**src/rtl/divider_arbiter.sv**
```systemverilog
// Round-robin sharing of one divider between NUM_REQ requesters; optional watchdog under DIV_ARB_TIMEOUT_EN.
// Latency: accept -> div_valid_out 2 cycles later; div_done_in -> rsp_valid_out 1 cycle later.
// Backpressure: one-deep slot per requester, ready = slot empty; issue stalls while div_busy_in.
module divider_arbiter #(
    parameter int NUM_REQ = 2,
    parameter int WIDTH   = 32,
    parameter int TIMEOUT = 64
) (
    input  logic                       clk_in,
    input  logic                       rst_in,
    input  logic [NUM_REQ-1:0]         req_valid_in,
    output logic [NUM_REQ-1:0]         req_ready_out,
    input  logic [NUM_REQ*WIDTH-1:0]   req_dividend_in,
    input  logic [NUM_REQ*WIDTH-1:0]   req_divisor_in,
    output logic [NUM_REQ-1:0]         rsp_valid_out,
    output logic [WIDTH-1:0]           rsp_quotient_out,
    output logic [WIDTH-1:0]           rsp_remainder_out,
    output logic                       rsp_error_out,
    output logic [WIDTH-1:0]           div_dividend_out,
    output logic [WIDTH-1:0]           div_divisor_out,
    output logic                       div_valid_out,
    input  logic [WIDTH-1:0]           div_quotient_in,
    input  logic [WIDTH-1:0]           div_remainder_in,
    input  logic                       div_done_in,
    input  logic                       div_error_in,
    input  logic                       div_busy_in,
    output logic                       div_abort_out
);

    localparam int IW = $clog2(NUM_REQ);

    if (NUM_REQ < 2 || NUM_REQ > 4 || TIMEOUT < 1) begin : g_bad_cfg
        $error("divider_arbiter: illegal parameter value");
    end

    typedef enum logic [1:0] {ST_IDLE, ST_ISSUE, ST_WAIT} state_t;

    state_t               state_q, state_d;
    logic [NUM_REQ-1:0]   slot_full_q, slot_full_d;
    logic [WIDTH-1:0]     slot_dvd_q [NUM_REQ];
    logic [WIDTH-1:0]     slot_dvd_d [NUM_REQ];
    logic [WIDTH-1:0]     slot_dvs_q [NUM_REQ];
    logic [WIDTH-1:0]     slot_dvs_d [NUM_REQ];
    logic [IW-1:0]        winner_q, winner_d;
    logic [IW-1:0]        rr_ptr_q, rr_ptr_d;
    logic [WIDTH-1:0]     div_dvd_q, div_dvd_d;
    logic [WIDTH-1:0]     div_dvs_q, div_dvs_d;
    logic                 div_valid_q, div_valid_d;
    logic [NUM_REQ-1:0]   rsp_valid_q, rsp_valid_d;
    logic [WIDTH-1:0]     rsp_quot_q, rsp_quot_d;
    logic [WIDTH-1:0]     rsp_rem_q, rsp_rem_d;
    logic                 rsp_err_q, rsp_err_d;
    logic                 abort_q, abort_d;
    logic                 release_slot;

`ifdef DIV_ARB_TIMEOUT_EN
    localparam int TW = $clog2(TIMEOUT + 1);
    logic [TW-1:0]        tmo_cnt_q, tmo_cnt_d;
`endif

    // First full slot at or after rr_ptr, searching cyclically.
    logic                 pick_vld;
    logic [IW-1:0]        pick_idx;
    logic [IW:0]          cand;

    always_comb begin
        pick_vld = 1'b0;
        pick_idx = '0;
        cand     = '0;
        for (int k = 0; k < NUM_REQ; k++) begin
            cand = {1'b0, rr_ptr_q} + (IW+1)'(k);
            if (cand >= (IW+1)'(NUM_REQ)) begin
                cand = cand - (IW+1)'(NUM_REQ);
            end
            if (!pick_vld && slot_full_q[cand[IW-1:0]]) begin
                pick_vld = 1'b1;
                pick_idx = cand[IW-1:0];
            end
        end
    end

    always_comb begin
        state_d      = state_q;
        slot_full_d  = slot_full_q;
        slot_dvd_d   = slot_dvd_q;
        slot_dvs_d   = slot_dvs_q;
        winner_d     = winner_q;
        rr_ptr_d     = rr_ptr_q;
        div_dvd_d    = div_dvd_q;
        div_dvs_d    = div_dvs_q;
        div_valid_d  = 1'b0;
        rsp_valid_d  = '0;
        rsp_quot_d   = rsp_quot_q;
        rsp_rem_d    = rsp_rem_q;
        rsp_err_d    = rsp_err_q;
        abort_d      = 1'b0;
        release_slot = 1'b0;
`ifdef DIV_ARB_TIMEOUT_EN
        tmo_cnt_d    = tmo_cnt_q;
`endif

        for (int i = 0; i < NUM_REQ; i++) begin
            if (req_valid_in[i] && !slot_full_q[i]) begin
                slot_full_d[i] = 1'b1;
                slot_dvd_d[i]  = req_dividend_in[i*WIDTH +: WIDTH];
                slot_dvs_d[i]  = req_divisor_in[i*WIDTH +: WIDTH];
            end
        end

        case (state_q)
            ST_IDLE: begin
                if (pick_vld) begin
                    winner_d  = pick_idx;
                    div_dvd_d = slot_dvd_q[pick_idx];
                    div_dvs_d = slot_dvs_q[pick_idx];
                    state_d   = ST_ISSUE;
                end
            end
            ST_ISSUE: begin
                if (!div_busy_in) begin
                    div_valid_d = 1'b1;
                    state_d     = ST_WAIT;
`ifdef DIV_ARB_TIMEOUT_EN
                    tmo_cnt_d   = '0;
`endif
                end
            end
            ST_WAIT: begin
                // A real completion wins over a watchdog expiry in the same cycle.
                if (div_done_in) begin
                    rsp_quot_d   = div_quotient_in;
                    rsp_rem_d    = div_remainder_in;
                    rsp_err_d    = div_error_in;
                    release_slot = 1'b1;
                end
`ifdef DIV_ARB_TIMEOUT_EN
                else if (tmo_cnt_q == TW'(TIMEOUT - 1)) begin
                    rsp_quot_d   = '0;
                    rsp_rem_d    = '0;
                    rsp_err_d    = 1'b1;
                    abort_d      = 1'b1;
                    release_slot = 1'b1;
                end else begin
                    tmo_cnt_d    = tmo_cnt_q + 1'b1;
                end
`endif
            end
            default: state_d = ST_IDLE;
        endcase

        if (release_slot) begin
            rsp_valid_d[winner_q] = 1'b1;
            slot_full_d[winner_q] = 1'b0;
            rr_ptr_d = (winner_q == IW'(NUM_REQ - 1)) ? '0 : winner_q + 1'b1;
            state_d  = ST_IDLE;
        end
    end

    always_ff @(posedge clk_in) begin
        if (rst_in) begin
            state_q     <= ST_IDLE;
            slot_full_q <= '0;
            for (int i = 0; i < NUM_REQ; i++) begin
                slot_dvd_q[i] <= '0;
                slot_dvs_q[i] <= '0;
            end
            winner_q    <= '0;
            rr_ptr_q    <= '0;
            div_dvd_q   <= '0;
            div_dvs_q   <= '0;
            div_valid_q <= 1'b0;
            rsp_valid_q <= '0;
            rsp_quot_q  <= '0;
            rsp_rem_q   <= '0;
            rsp_err_q   <= 1'b0;
            abort_q     <= 1'b0;
`ifdef DIV_ARB_TIMEOUT_EN
            tmo_cnt_q   <= '0;
`endif
        end else begin
            state_q     <= state_d;
            slot_full_q <= slot_full_d;
            slot_dvd_q  <= slot_dvd_d;
            slot_dvs_q  <= slot_dvs_d;
            winner_q    <= winner_d;
            rr_ptr_q    <= rr_ptr_d;
            div_dvd_q   <= div_dvd_d;
            div_dvs_q   <= div_dvs_d;
            div_valid_q <= div_valid_d;
            rsp_valid_q <= rsp_valid_d;
            rsp_quot_q  <= rsp_quot_d;
            rsp_rem_q   <= rsp_rem_d;
            rsp_err_q   <= rsp_err_d;
            abort_q     <= abort_d;
`ifdef DIV_ARB_TIMEOUT_EN
            tmo_cnt_q   <= tmo_cnt_d;
`endif
        end
    end

    assign req_ready_out     = ~slot_full_q;
    assign rsp_valid_out     = rsp_valid_q;
    assign rsp_quotient_out  = rsp_quot_q;
    assign rsp_remainder_out = rsp_rem_q;
    assign rsp_error_out     = rsp_err_q;
    assign div_dividend_out  = div_dvd_q;
    assign div_divisor_out   = div_dvs_q;
    assign div_valid_out     = div_valid_q;
`ifdef DIV_ARB_TIMEOUT_EN
    assign div_abort_out     = abort_q;
`else
    assign div_abort_out     = 1'b0;
`endif

endmodule

```
**config.mk**
```make
export PLATFORM = sky130hd
export DESIGN_NAME = divider_arbiter
export DESIGN_NICKNAME = d
export VERILOG_FILES = /design/src/rtl/divider_arbiter.sv
export SDC_FILE = /design/constraint.sdc
export NUM_CORES = 1
export LEC_CHECK = 0
export CORE_UTILIZATION = 49
export CTS_CLUSTER_DIAMETER = 30
export DETAILED_ROUTE_END_ITERATION = 8
export GPL_TIMING_DRIVEN = 0
export PLACE_DENSITY = 0.85
export SLEW_MARGIN = 30
export SYNTH_ARGS = -nofsm -noshare
export SYNTH_HDL_FRONTEND = slang
export SYNTH_SLANG_ARGS = --single-unit
```
**constraint.sdc**
```tcl
create_clock -name clk_in -period 2.6 [get_ports clk_in]
set_input_delay 0.52 -clock clk_in [delete_from_list [all_inputs] [get_ports clk_in]]
set_output_delay 0.52 -clock clk_in [all_outputs]
set_load 0.01 [all_outputs]
```
# ---- Word level (Yosys, flattened, before mapping)
# Index checks and enable logic that the tools add are counted.
dict set report classes {
  bitwise_logic 7
  mux 28
  reduce_logical 14
  n_lt_le_gt_ge 7
  n_addsub 4
  n_eq_ne 4
}
# operator count
set op_table {}
lappend op_table {{$mux 32} 6}
lappend op_table {{$mux 1} 17}
lappend op_table {{$lt 1x2->1 const B} 3}
lappend op_table {{$mux 2} 3}
lappend op_table {{$pmux 2 s3} 1}
lappend op_table {{$reduce_or 2->1} 3}
lappend op_table {{$ge 2x2->1 const B} 2}
lappend op_table {{$logic_and 1x1->1} 4}
lappend op_table {{$ne 2x2->1 const B} 2}
lappend op_table {{$not 2->2} 2}
lappend op_table {{$reduce_and 2->1} 2}
lappend op_table {{$logic_not 1->1} 3}
lappend op_table {{$not 1->1} 3}
lappend op_table {{$reduce_and 3->1} 1}
lappend op_table {{$add 1x1->2 const B} 1}
lappend op_table {{$and 2x2->2} 1}
lappend op_table {{$eq 2x1->1 const B} 1}
lappend op_table {{$eq 2x2->1 const B} 1}
lappend op_table {{$ge 1x2->1 const B} 1}
lappend op_table {{$logic_not 2->1} 1}
lappend op_table {{$not 1->2} 1}
lappend op_table {{$sub 1x1->1 const B} 2}
lappend op_table {{$add 1x1->1 const B} 1}
lappend op_table {{$demux 1 s1} 1}
lappend op_table {{$ge 1x1->1 const B} 1}
dict set report totals {
  ff_bits 266
  word_cells 79
  input_bits 199
  output_inout_bits 135
}

# ---- Depth between registers and ports, before layout
dict set report logic_depth {
  ltp_word 12
  mapped_depth 7
  mapped_depth_nobuf 3
}

# ---- Least setup slack after synthesis
# No wires, ideal clock.
dict set report synth_timing {
  kind {register to register}
  start {register slot_full_q[1]}
  end {register div_dvs_q[3] (netlist: div_divisor_out[3])}
  stages_incl_launch_ff 7
  period_less_slack_ns 1.374
  arrival_ns 1.236
  required_time_ns 2.462
  path_buffers 3
  setup_ns 0.138
  setup_slack_ns 1.226
  cell_sequence {dfxtp_1 > buf_4 > or2_2 > buf_4 > buf_2 > a21oi_1 > a311oi_2}
}
dict set report synth_via {
  elab_chain_len 10
  elab_cells_between_ends 15
  classes_between {mux: 11; bitwise: 1; reduce/logical: 3}
}
# item line_no
set synth_rtl {}
lappend synth_rtl {{start: declaration} 39} ;# logic [NUM_REQ-1:0] slot_full_q, slot_full_d;
lappend synth_rtl {{start signal: assignment} 182} ;# slot_full_q <= slot_full_d;
lappend synth_rtl {{$mux 1 (implied by the code) (2 in a row)} 75} ;# if (!pick_vld && slot_full_q[cand[IW-1:0]]) begin
lappend synth_rtl {{$mux 1} 75}
lappend synth_rtl {{$logic_not 1->1} 75}
lappend synth_rtl {{$logic_and 1x1->1} 75}
lappend synth_rtl {{$mux 1} 75}
lappend synth_rtl {{$not 1->2 (implied by the code)} 115} ;# div_dvs_d = slot_dvs_q[pick_idx];
lappend synth_rtl {{$mux 32 (implied by the code) (3 in a row)} 115}
lappend synth_rtl {{end signal: assignment} 188} ;# div_dvs_q <= div_dvs_d;
lappend synth_rtl {{end: declaration} 47} ;# logic [WIDTH-1:0] div_dvs_q, div_dvs_d;
# Parallel ways exist; a longest one is shown, timed or not. The select of a mux whose other input is x is not followed.
# A chain may end at the register's enable or synchronous reset.

# ---- Final worst setup path
dict set report layout_timing {
  start {register slot_full_q[1]}
  end {output port req_ready_out[1]}
}
dict set report layout_via {
  elab_chain_len 1
}
# item line_no
set layout_rtl {}
lappend layout_rtl {{$not 2->2} 201} ;# assign req_ready_out = ~slot_full_q;
lappend layout_rtl {{end: declaration} 12} ;# output logic [NUM_REQ-1:0] req_ready_out,
# Every way passes these cells.

==> impl_metrics.ini <==
[placement]
portBuffers = 331
gp_congestion = 0.8628
place_ws_ps = 270.9
dpl.hpwl_um = 25050

[finish]
synthToLayoutAreaGrowth_pct = 52.66
seq_area_um2 = 5325
mostFrequentLayoutCells = 386 x nand2_1, 331 x clkdlybuf4s50_1, 266 x dfxtp_1
fin_nets = 1838
multi_input_area_um2 = 4151
final_common_cell = nand2_1
nFillCells = 1399
final_util_pct = 76.18
drive_gt1_share_pct = 9.618

[die]
dieArea_um2 = 21120
die_h_um = 145.3
io_pins = 334
dieWidth_um = 145.3
start_util_pct = 49.90
row_count = 52
core_um2 = 20170

[global_routing]
grt_remaining_overflow = 0
antenna_found_initial = 1
grt_max_degree = 13
grt_pass1_wl_um = 55710
grt_pass1_vias = 10640
track_usage_pct = 33.30

[logic_synthesis]
ys_seq_area_share_pct = 52.91
ys_types = 26
syn_avg_cell_area_um2 = 8.001
synthCells = 1258
yosys_warnings = 0
syn_area_um2 = 10060
synthesis.nets = 1457
ys_ff_latch = 266

[critical_path]
r2r_slack_ps = 920
critPathCaptureType = primary output
cp_common_cell = buf_4
crit_path_max_fanout = 10
arrival_ps = 2020
worstSetupStartpointType = register
crit_chain = buf_4, inv_2, buf_4, buf_2, clkdlybuf4s50_1
slowest_delay_ps = 570
criticalPathCategory = register to primary output
required_ps = 2080
slowest_stage = clkdlybuf4s50_1

[clock_network]
cts_tree = built
clock_sinks = 266
cts_made_buffers = 48
cts_htree_levels = 2
clockBufferDepth = 3
clk_latency_ps = 540
cts_resized = 0
cts_setup_buffers = 0
path_clk_slew_ps = 50
root_buffer = clkbuf_16
ctsHoldBuffers = 0

[sta]
slew_headroom_pct = 55.48
post-route-period-util_pct = 97.63
fin_crit_ps = 2538
hold_violations = 0
fin_skew_ps = 32.80
max_freq_mhz = 394.0
setup_ws_ps = 61.66
final-setup-viol-count = 0
tns_ps = 0
hold_slack_ps = 450.6
grt_setup_unrepaired = false
maxSlewViolCount = 0
worst_slew_pin_slew_ps = 667.9

[route]
dr.pass1.iters = 5
detail-route-antenna-nets = 0
drtIter0Drc = 741
drcViolationCount = 0
routed_via_density = 5.555
wl_per_cell_um = 18.46
vias = 10800
wl_um = 35910

[hold_path]
hold_class = register to register

[pwr]
p_leak_nw = 5.473
pwr_density_cell_nw_per_um2 = 806.8
vdd_drop_max_mv = 0.6123

[run_status]
status = finished clean

[run]
maxCapViolCount = 0
==> worst max-delay path: cells and delay by family (launching register included) <==
family | cells | cell delay [ps]
flip-flops | 1 | 290
buffers and inverters | 5 | 1210
==> state kept, by name (all words and copies together), names as in the netlist <==
| register | count |
|---|---|
| slot_full_q | 2 |
| slot_dvd_q | 64 |
| rsp_valid_out | 2 |
| winner_q | 1 |
| rsp_remainder_out | 32 |
| rr_ptr_q | 1 |
| div_dividend_out | 32 |
| rsp_quotient_out | 32 |
| slot_dvs_q | 64 |
| rsp_error_out | 1 |
| state_q | 2 |
| div_divisor_out | 32 |
| div_valid_out | 1 |
==> layout make-up <==
class	instances	area share, %
flip-flops and latches	266	34.66
multi-input cells	867	27.02
repair buffers	331	21.56
clock buffers	60	8.844
plain buffers	123	3.779
well taps	270	2.199
clock inverters	25	1.873
inverters	2	0.04886
diodes	1	0.01629
==> worst paths after layout <==
| path | startpoint | to | cells past startpoint |
|---|---|---|---|
| max | slot_full_q[1] | req_ready_out[1] | 5 |
| min | slot_dvd_q[48] | slot_dvd_q[48] | 2 |
| max reg2reg | slot_full_q[0] | slot_dvs_q[32] | 5 |
| min reg2reg | slot_dvd_q[48] | slot_dvd_q[48] | 2 |
==> cells in the mapped netlist <==
cell      number  area (um^2)
nand2_1      386         1449
dfxtp_1      266         5325
a21oi_1      259         1296
nand3_1       65        325.3
o21ai_0       65        325.3
a311oi_1      60        525.5
buf_2         59        295.3
clkbuf_1      47        176.4
buf_4         12        90.09
nor2_1         7        26.28
buf_1          5        18.77
a311oi_2       4        60.06
nor2b_1        4        25.02
nand2b_1       3        18.77
nor3_1         2        10.01
nor3b_1        2        15.01
o21a_1         2        15.01
or2_2          2        12.51
and3b_1        1        8.760
conb_1         1        3.750
inv_1          1        3.750
inv_2          1        3.750
mux2i_1        1        10.01
nand3b_1       1        7.510
nor2_4         1        11.26
nor4_1         1        6.260
==> per-stage QoR <==
stage,cells,instance area [um^2],power [mW]
2_1_floorplan,1258,10060,5.312
3_3_place_gp,1859,13720,6.154
3_5_place_dp,1859,13720,6.189
4_1_cts,1944,15360,12.39
5_1_grt,1945,15360,12.76
6_report,1945,15360,12.40
==> logic make-up after synthesis <==
kind of cell | count (synthesis) | synth area share [%]
AOI/OAI and AO/OA | 390 | 22.08
buffers and inverters | 125 | 5.843
DFF | 266 | 52.91
muxes | 1 | 0.09946
other | 1 | 0.03726
and+or+nand+nor | 475 | 19.03
==> power by group <==
group          switching [mW]  internal [mW]
logic                   0.858          0.798
registers               0.161           4.35
clock network            2.12           4.11
total                    3.14           9.25
==> layer usage <==
metal	wire length, um	global-route usage (%)
met5	0	0
met4	1479	16.21
met3	3306	8.679
met2	17800	58.44
met1	13330	37.49
No activity file was read; power rests on OpenSTA's default activity.
